==> src/rtl/mul_issue_ctrl.sv <==
// Issue/writeback controller for the RV32M multiply path: feeds mul32, tracks in-flight
// ops in a latency-matched shadow pipe and buffers results under credit-based admission.
module mul_issue_ctrl #(
    parameter int DATA_WIDTH = 32,
    parameter int TAG_WIDTH  = 5,
    parameter int MUL_LAT    = 4,
    parameter int FIFO_DEPTH = 4
) (
    input  logic                  clk,
    input  logic                  rst_n,
    input  logic                  flush,
    input  logic                  req_valid,
    output logic                  req_ready,
    input  logic [1:0]            req_op,
    input  logic [DATA_WIDTH-1:0] req_a,
    input  logic [DATA_WIDTH-1:0] req_b,
    input  logic [TAG_WIDTH-1:0]  req_tag,
    output logic                  mul_valid_in,
    output logic [DATA_WIDTH-1:0] mul_a,
    output logic [DATA_WIDTH-1:0] mul_b,
    output logic                  mul_a_signed,
    output logic                  mul_b_unsigned,
    input  logic [DATA_WIDTH-1:0] mul_r_high,
    input  logic [DATA_WIDTH-1:0] mul_r_low,
    output logic                  res_valid,
    input  logic                  res_ready,
    output logic [DATA_WIDTH-1:0] res_data,
    output logic [TAG_WIDTH-1:0]  res_tag,
    output logic                  busy
);
    localparam int CNT_W = $clog2(FIFO_DEPTH + 1);
    localparam int PTR_W = (FIFO_DEPTH > 1) ? $clog2(FIFO_DEPTH) : 1;
    localparam logic [CNT_W:0]   DEPTH_C = (CNT_W + 1)'(FIFO_DEPTH);
    localparam logic [CNT_W-1:0] FULL_C  = CNT_W'(FIFO_DEPTH);

    logic [CNT_W-1:0]      inflight_q, inflight_d, count_q, count_d;
    logic [PTR_W-1:0]      wr_ptr_q, wr_ptr_d, rd_ptr_q, rd_ptr_d;
    logic [MUL_LAT-1:0]    sh_vld_q, sh_vld_d;
    logic [MUL_LAT-1:0]    sh_hi_q;
    logic [TAG_WIDTH-1:0]  sh_tag_q  [MUL_LAT];
    logic [DATA_WIDTH-1:0] fifo_data_q [FIFO_DEPTH];
    logic [TAG_WIDTH-1:0]  fifo_tag_q  [FIFO_DEPTH];

    logic                  accept, complete, pop, sel_high;
    logic [CNT_W:0]        used;
    logic [DATA_WIDTH-1:0] push_data;

    function automatic logic [PTR_W-1:0] next_ptr(input logic [PTR_W-1:0] p);
        return (p == PTR_W'(FIFO_DEPTH - 1)) ? '0 : p + PTR_W'(1);
    endfunction

    // Buffer slots already promised (in flight) count against admission, so mul32 never overruns the FIFO.
    assign used           = {1'b0, inflight_q} + {1'b0, count_q};
    assign req_ready      = rst_n && !flush && (used < DEPTH_C);
    assign accept         = req_valid && req_ready;
    assign mul_valid_in   = accept;
    assign mul_a          = req_a;
    assign mul_b          = req_b;
    assign mul_a_signed   = (req_op != 2'b11);
    assign mul_b_unsigned = req_op[1];
    assign sel_high       = (req_op != 2'b00);

    // Completion follows the shadow pipe, so stale mul32 outputs after flush/reset are ignored.
    assign complete  = sh_vld_q[MUL_LAT-1] && !flush;
    assign push_data = sh_hi_q[MUL_LAT-1] ? mul_r_high : mul_r_low;
    assign pop       = res_valid && res_ready && !flush;

    assign res_valid = (count_q != '0);
    assign res_data  = fifo_data_q[rd_ptr_q];
    assign res_tag   = fifo_tag_q[rd_ptr_q];
    assign busy      = (inflight_q != '0) || (count_q != '0);

    always_comb begin
        sh_vld_d   = (sh_vld_q << 1) | MUL_LAT'(accept);
        inflight_d = inflight_q;
        count_d    = count_q;
        wr_ptr_d   = complete ? next_ptr(wr_ptr_q) : wr_ptr_q;
        rd_ptr_d   = pop ? next_ptr(rd_ptr_q) : rd_ptr_q;
        if (accept && !complete) inflight_d = inflight_q + CNT_W'(1);
        if (!accept && complete) inflight_d = inflight_q - CNT_W'(1);
        if (complete && !pop)    count_d    = count_q + CNT_W'(1);
        if (!complete && pop)    count_d    = count_q - CNT_W'(1);
        if (flush) begin
            sh_vld_d   = '0;
            inflight_d = '0;
            count_d    = '0;
            wr_ptr_d   = '0;
            rd_ptr_d   = '0;
        end
    end

    always_ff @(posedge clk or negedge rst_n) begin
        if (!rst_n) begin
            sh_vld_q   <= '0;
            inflight_q <= '0;
            count_q    <= '0;
            wr_ptr_q   <= '0;
            rd_ptr_q   <= '0;
        end else begin
            sh_vld_q   <= sh_vld_d;
            inflight_q <= inflight_d;
            count_q    <= count_d;
            wr_ptr_q   <= wr_ptr_d;
            rd_ptr_q   <= rd_ptr_d;
        end
    end

    // Payload storage carries no reset; the valid bits and count qualify it.
    always_ff @(posedge clk) begin
        sh_hi_q     <= (sh_hi_q << 1) | MUL_LAT'(sel_high);
        sh_tag_q[0] <= req_tag;
        for (int i = 1; i < MUL_LAT; i++) begin
            sh_tag_q[i] <= sh_tag_q[i-1];
        end
        if (complete) begin
            fifo_data_q[wr_ptr_q] <= push_data;
            fifo_tag_q[wr_ptr_q]  <= sh_tag_q[MUL_LAT-1];
        end
    end

`ifndef SYNTHESIS
    always_ff @(posedge clk) begin
        if (rst_n) begin
            assert (!(complete && count_q == FULL_C));
        end
    end
`endif

endmodule

==> config.mk <==
export PLATFORM = sky130hd
export DESIGN_NAME = mul_issue_ctrl
export DESIGN_NICKNAME = d
export VERILOG_FILES = /design/src/rtl/mul_issue_ctrl.sv
export SDC_FILE = /design/constraint.sdc
export NUM_CORES = 1
export LEC_CHECK = 0
export ABC_AREA = 1
export ABC_CLOCK_PERIOD_IN_PS = 3200
export CORE_MARGIN = 4
export CORE_UTILIZATION = 46
export DETAILED_ROUTE_END_ITERATION = 16
export PLACE_DENSITY = 0.89
export SLEW_MARGIN = 20
export SYNTH_ARGS = -nofsm -noshare
export SYNTH_HDL_FRONTEND = slang
export SYNTH_SLANG_ARGS = --single-unit
==> constraint.sdc <==
create_clock -name clk -period 3.2 [get_ports clk]
set_input_delay 0.64 -clock clk [delete_from_list [all_inputs] [get_ports clk]]
set_output_delay 0.64 -clock clk [all_outputs]
set_load 0.03 [all_outputs]
==> reports/results.txt, run 1 <==
Status: complete, no violations
Netlist cell types: 33
Post-CTS Resized: 0
Initial Util: 46.6%
DR vias: 4597
Number of synthesized flops with an enable pin: 148
Clock power share: 32.8%
First-pass GRT wire length: 24.4 mm
Antenna diode count: 0
Syn Area/Cell: 13.0 um^2
CTS sink cnt: 186
Fin. Hold Viols: 0
Unrepaired setup endpoints after global routing: false
Largest family of logic cells by synthesized area: buffers and inverters
Post-CTS setup buffer count: 0
CP endpoint kind: output port
Worst setup SP type: flop
Compound-Gate Fraction of Synth Area: 8.44%
Mapped Cells: 593
Fin crit period: 3.03 ns
Max VDD drop: 0.000479 V
Final nets: 800
Syn-to-layout area delta: 21.6%
Total power: 6.32 mW
Crit Path Class: reg2out
Sw frac: 30.3%
Worst path max stage delay: 0.74 ns
# rows: 47
Crit Path Max Fanout: 18
GRT Util Overall: 17.6%
Top-count cell post-synth: edfxtp_1
Sequential share of the synthesized area: 68.4%
Mux cell area share after synthesis: 4.67%
Hold-fix buffers, CTS: 0
Warnings from Yosys: 0
Vias in the first global route: 4615
Die X: 137 um
Setup TNS: 0 ns
Die Area: 18900 um^2
Slew headroom: 38.5%
Synth top area share: 57.7%
Final ANT Viol Nets: 0
CTS tree: yes
Die height: 137 um
Pin count of the biggest net entering global routing: 42
Worst-Margin Slew: 0.923 ns
Gr busiest metal: met2
Logic pwr share: 24.3%
Final setup fails: 0
Cell Area, Synth: 7710 um^2
Port-buffer cells: 118
Max Fclk: 330 MHz
Ys async rst share: 7.53%
Fillers: 1255
Slowest-stage cell, CP: clkdlybuf4s50_1
Synth area leader: edfxtp_1
Routed wire length: 16.5 mm
Arrival time at the worst endpoint: 2.39 ns
Root Buffer: clkbuf_16
Static leakage: 3.35 nW
Number of buffers created by CTS: 17
Non-filler cells, final: 885
Cells after DPL: 853
CTS clk-pin slew, worst paths: 0.07 ns
Post-Synth Adder-Cell Area: 1.49%
Synth Register Bits: 186
Largest cells by area after synthesis: edfxtp_1, buf_4, dfxtp_1
DR DRC count: 0
Leading post-synthesis cells by instance count: edfxtp_1, nor2_1, o21ai_0
Clk buf depth: 2
Pint: 4.41 mW
HP Class: reg2reg
RePlAce Congestion: 0.795
Synth Flop Type: edfxtp_1
Core area: 16500 um^2
Final max-slew violation count: 0
Drt wl/cell: 18.6 um
Fin crit share: 94.8%
Syn_nets: 741
Net switching power: 1.91 mW
Global route overflow: 0
CP cell instances: inv_2 > buf_4 > o21ai_0 > o22ai_1 > clkdlybuf4s50_1
Drt pass-1 iters: 4
Met2 Usage GRT: 31.4%
PwrDens: 674 nW/um^2
Final core occ: 56.7%
Proportion of layout cells with a drive suffix above 1: 15.9%
Flop pwr share: 42.9%
Clock latency on the worst-skew pair: 0.42 ns
Hpwl dp: 10.9 mm
I/O pin total: 247
Clock Skews: 0.00954 ns
# H-tree levels: 4
Met3 Use GR: 3.91%
Top delay family on crit path: buffers and inverters
Crit path buffers/inverters: 3
Vias per cell: 5.19
XOR/XNOR Fraction of Synth Area: 0.341%
Req. time, crit path: 2.56 ns
Met1 usage: 19.0%
Initial antenna violation count: 0
Max-Cap Viols: 0
Iteration-0 DRC Markers: 261
Post-Synth Simple-Gate Area: 7.21%
==> layout make-up <==
class / count / area (um^2) / share of cell area, %
clock buffers: 17 / 425 / 4.54
clock inverters: 15 / 175 / 1.87
inverters: 27 / 101 / 1.08
multi-input cells: 286 / 1740 / 18.5
flip-flops and latches: 186 / 5280 / 56.3
well taps: 220 / 275 / 2.94
repair buffers: 134 / 1380 / 14.7
==> per-layer routing <==
metal  vias up  wire, um
li1       2154         -
met1      2225      5880
met2       156      8920
met3        62      1010
met4         0       635
met5         -         0
==> per-stage QoR <==
step	setup WS, ns	cell area, um^2	hold slack, ns
2_1_floorplan	0.169	7710	0.310
3_3_place_gp	0.554	8770	0.310
3_5_place_dp	0.410	8770	0.312
4_1_cts	0.163	9370	0.328
5_1_grt	0.0120	9370	0.338
6_report	0.166	9370	0.329
==> final timing paths <==
kind	depth (start not counted)	startpoint	endpoint	slack [ns]
max	5	rd_ptr_q[0]	res_tag[0]	0.17
min	0	sh_hi_q[2]	sh_hi_q[3]	0.33
max reg2reg	14	inflight_q[2]	inflight_q[2]	0.90
min reg2reg	0	sh_hi_q[2]	sh_hi_q[3]	0.33
max in group asynchronous	2	rst_n	rd_ptr_q[0]	2.44
min in group asynchronous	2	rst_n	inflight_q[0]	0.56
==> registers in the layout, indices dropped and copies added (netlist names) <==
| signal | count |
|---|---|
| count_q | 3 |
| fifo_data_q | 128 |
| fifo_tag_q | 20 |
| inflight_q | 3 |
| rd_ptr_q | 2 |
| sh_hi_q | 4 |
| sh_tag_q | 20 |
| sh_vld_q | 4 |
| wr_ptr_q | 2 |
==> logic make-up after synthesis <==
family          Yosys count
simple gates            123
fa+ha+maj                 8
buf+inv                 121
xor+xnor                  3
compound gates          120
mux                      32
flops                   186
==> power by group through the flow <==
stage | clock network [mW] | logic (mW) | registers [mW]
finish | 2.07 | 1.54 | 2.71
global placement | 0 | 1.51 | 2.76
global route | 2.22 | 1.65 | 2.72
detailed placement | 0 | 1.55 | 2.76
floorplan | 0 | 1.05 | 2.74
CTS | 2.12 | 1.56 | 2.71
==> layout by cell type, fill, tap and decap left out, types with 6 or more instances in the layout <==
master / count
mux2_2: 30
dfxtp_1: 23
o22ai_1: 37
ha_1: 6
nor2_4: 6
buf_12: 8
o21ai_0: 75
clkdlybuf4s50_1: 110
nand3_1: 7
clkbuf_16: 17
nand2_1: 20
edfxtp_1: 148
buf_4: 16
dfrtp_1: 13
inv_1: 25
nor2_1: 80
No activity file was read; power rests on OpenSTA's default activity.
==> run 2, diff against run 1 <==
--- a/config.mk
+++ b/config.mk
@@ -9,6 +9,7 @@
 export ABC_CLOCK_PERIOD_IN_PS = 3200
 export CORE_MARGIN = 4
 export CORE_UTILIZATION = 46
+export CTS_CLUSTER_SIZE = 10
 export DETAILED_ROUTE_END_ITERATION = 16
 export PLACE_DENSITY = 0.89
 export SLEW_MARGIN = 20
==> results of run 2 <==
Final layout, timing and power as in run 1 (identical DEF).
==> run 3, diff against run 2 <==
--- a/config.mk
+++ b/config.mk
@@ -11,8 +11,8 @@
 export CORE_UTILIZATION = 46
 export CTS_CLUSTER_SIZE = 10
 export DETAILED_ROUTE_END_ITERATION = 16
-export PLACE_DENSITY = 0.89
-export SLEW_MARGIN = 20
+export PLACE_DENSITY_LB_ADDON = 0.2
+export SLEW_MARGIN = 10
 export SYNTH_ARGS = -nofsm -noshare
 export SYNTH_HDL_FRONTEND = slang
 export SYNTH_SLANG_ARGS = --single-unit
==> run 3 against run 2 <==
- non-clock buffer count unchanged
- sequential share of layout area is 0.63 points higher
- setup slack better by 0.033 ns
- critical endpoint is now res_data[11]
==> reports/results.txt, run 3 (synthesis results as in run 1) <==
GRT Util Overall: 17.9% (+0.33 points)
I/O pin total: 247 (unchanged)
Unrepaired setup endpoints after global routing: false
Arrival time at the worst endpoint: 2.36 ns (-0.03 ns)
Static leakage: 3.30 nW (-1.6%)
Final max-slew violation count: 0 (unchanged)
Non-filler cells, final: 884 (-0.11%)
Routed wire length: 16.2 mm (-1.3%)
Cells after DPL: 853 (unchanged)
Port-buffer cells: 118 (unchanged)
Worst setup SP type: flop
Logic pwr share: 24.6% (+0.3 points)
First-pass GRT wire length: 25.2 mm (+3.0%)
Core area: 16500 um^2 (unchanged)
Sw frac: 28.6% (-1.6 points)
Largest regs: fifo_data_q: 128 flops, fifo_tag_q: 20 flops, sh_tag_q: 20 flops
PwrDens: 664 nW/um^2 (-1.5%)
Met2 WL: 8.20 mm (-8.1%)
Setup TNS: 0 ns (unchanged)
DR DRC count: 0 (unchanged)
Fin. Hold Viols: 0 (unchanged)
Final core occ: 56.1% (-0.63 points)
Die Area: 18900 um^2 (unchanged)
Number of buffers created by CTS: 17 (unchanged)
Commonest non-fill, non-tap cell in the layout: edfxtp_1
Total power: 6.16 mW (-2.6%)
Max VDD drop: 0.000433 V (-9.6%)
Max-Cap Viols: 0 (unchanged)
Hold-fix buffers, CTS: 0 (unchanged)
Max Used Layer: met4
# rows: 47 (unchanged)
Net switching power: 1.76 mW (-7.9%)
Pint: 4.39 mW (-0.31%)
Global route overflow: 0 (unchanged)
Syn-to-layout area delta: 20.3%
Antenna diode count: 0 (unchanged)
CTS tree: yes
Initial Util: 46.6% (unchanged)
Clk buf depth: 2 (unchanged)
Clock power share: 31.4% (-1.4 points)
Fillers: 1334 (+6.3%)
Final nets: 800 (unchanged)
Fin crit share: 93.8% (-1.0 points)
Clock latency on the worst-skew pair: 0.42 ns (about the same)
Crit Path Max Fanout: 56 (+38)
Most flops, register: fifo_data_q
Die X: 137 um (unchanged)
WL met1: 6.23 mm (+5.9%)
Root Buffer: clkbuf_16
CTS clk-pin slew, worst paths: 0.06 ns (about the same)
Req. time, crit path: 2.56 ns (about the same)
Worst-Margin Slew: 0.887 ns (-0.0357 ns)
Iteration-0 DRC Markers: 276 (+5.7%)
RePlAce Congestion: 0.770 (-3.2%)
Max Fclk: 333 MHz (+1.1%)
HP Class: reg2reg
Drt wl/cell: 18.4 um (-1.2%)
Final setup fails: 0 (unchanged)
Vias in the first global route: 4839 (+4.9%)
Status: complete, no violations
Flop pwr share: 44.0% (+1.1 points)
CTS sink cnt: 186 (unchanged)
Proportion of layout cells with a drive suffix above 1: 14.2% (-1.8 points)
Clock Skews: 0.00522 ns (-0.00432 ns)
DR vias: 4510 (-1.9%)
# H-tree levels: 4 (unchanged)
Most frequent cells in the layout: edfxtp_1, clkdlybuf4s50_1, nor2_1
Fin crit period: 3.00 ns (-0.0332 ns)
Hpwl dp: 10.1 mm (-7.0%)
Crit Path Class: reg2out
Slew headroom: 40.9% (+2.4 points)
Pin count of the biggest net entering global routing: 57 (+36%)
Largest register FFs: 128 (unchanged)
Die height: 137 um (unchanged)
Initial antenna violation count: 0 (unchanged)
Final ANT Viol Nets: 0 (unchanged)
CP endpoint kind: output port
Routed met3 length: 1.13 mm (+12%)
Drt pass-1 iters: 4 (unchanged)
Vias per cell: 5.10 (-1.8%)
## run 3: changes by cell type in the layout (fill, tap and decap cells not counted), sizes merged
cell           previous run  this run
clkinv                    4         7
buf                      24        20
inv                      37        27
bufinv                    1         2
clkdlybuf4s50           110       114
clkbuf                   17        20
clkinvlp                  0         2
## run 3: through the flow
stage | setup slack, ns | cell area (um^2) | hold slack (ns)
after floorplan | 0.169 | 7710 | 0.310
after global placement | 0.557 | 8720 | 0.311
after detailed placement | 0.454 | 8720 | 0.312
after CTS | 0.0350 | 9260 | 0.323
after global routing | 0.0446 | 9270 | 0.330
final | 0.200 | 9270 | 0.326
## run 3: cell type report
class / count / area, um^2 / area share [%]
Sequential cell: 186 / 5280 / 56.9
Multi-Input combinational cell: 286 / 1740 / 18.7
Timing Repair Buffer: 134 / 1340 / 14.4
Clock buffer: 20 / 437 / 4.71
Tap cell: 220 / 275 / 2.97
Clock inverter: 11 / 105 / 1.13
Inverter: 27 / 101 / 1.09
## run 3: worst max-delay path, stage by stage, from the launching register on
cell and delay (ns):
dfrtp_2 0.38, buf_6 0.34, o21ai_0 0.19, o22ai_1 0.28, clkdlybuf4s50_1 0.73
## run 3: power groups by stage
| stage | logic, mW | registers (mW) | clock network, mW |
|---|---|---|---|
| after detailed placement | 1.52 | 2.76 | 0 |
| after global routing | 1.64 | 2.72 | 2.08 |
| after global placement | 1.50 | 2.76 | 0 |
| after floorplan | 1.05 | 2.74 | 0 |
| after CTS | 1.53 | 2.71 | 1.97 |
| final | 1.51 | 2.71 | 1.93 |
## run 3: repair_timing
action	in CTS	in global routing
buffers inserted	0	0
endpoints found under the setup margin	0	10
resized for setup	0	2
## run 3: routing by layer
layer | GRT usage (%) | up-vias
met5 | 0 | -
met4 | 9.59 | 0
met3 | 4.82 | 59
met2 | 30.0 | 143
met1 | 21.0 | 2157
li1 | - | 2151
## run 3: path summary, 6_finish.rpt
path                                startpoint        endpoint  slack [ns]  depth (start not counted)
worst max-delay path               rd_ptr_q[0]    res_data[11]        0.20                          4
worst max register to register   inflight_q[1]   inflight_q[2]        0.93                         14
min in group asynchronous                rst_n     sh_vld_q[1]        0.59                          2
worst min-delay path            sh_tag_q[1][0]  sh_tag_q[2][0]        0.33                          0
max in group asynchronous                rst_n     rd_ptr_q[0]        2.43                          2
worst min register to register  sh_tag_q[1][0]  sh_tag_q[2][0]        0.33                          0
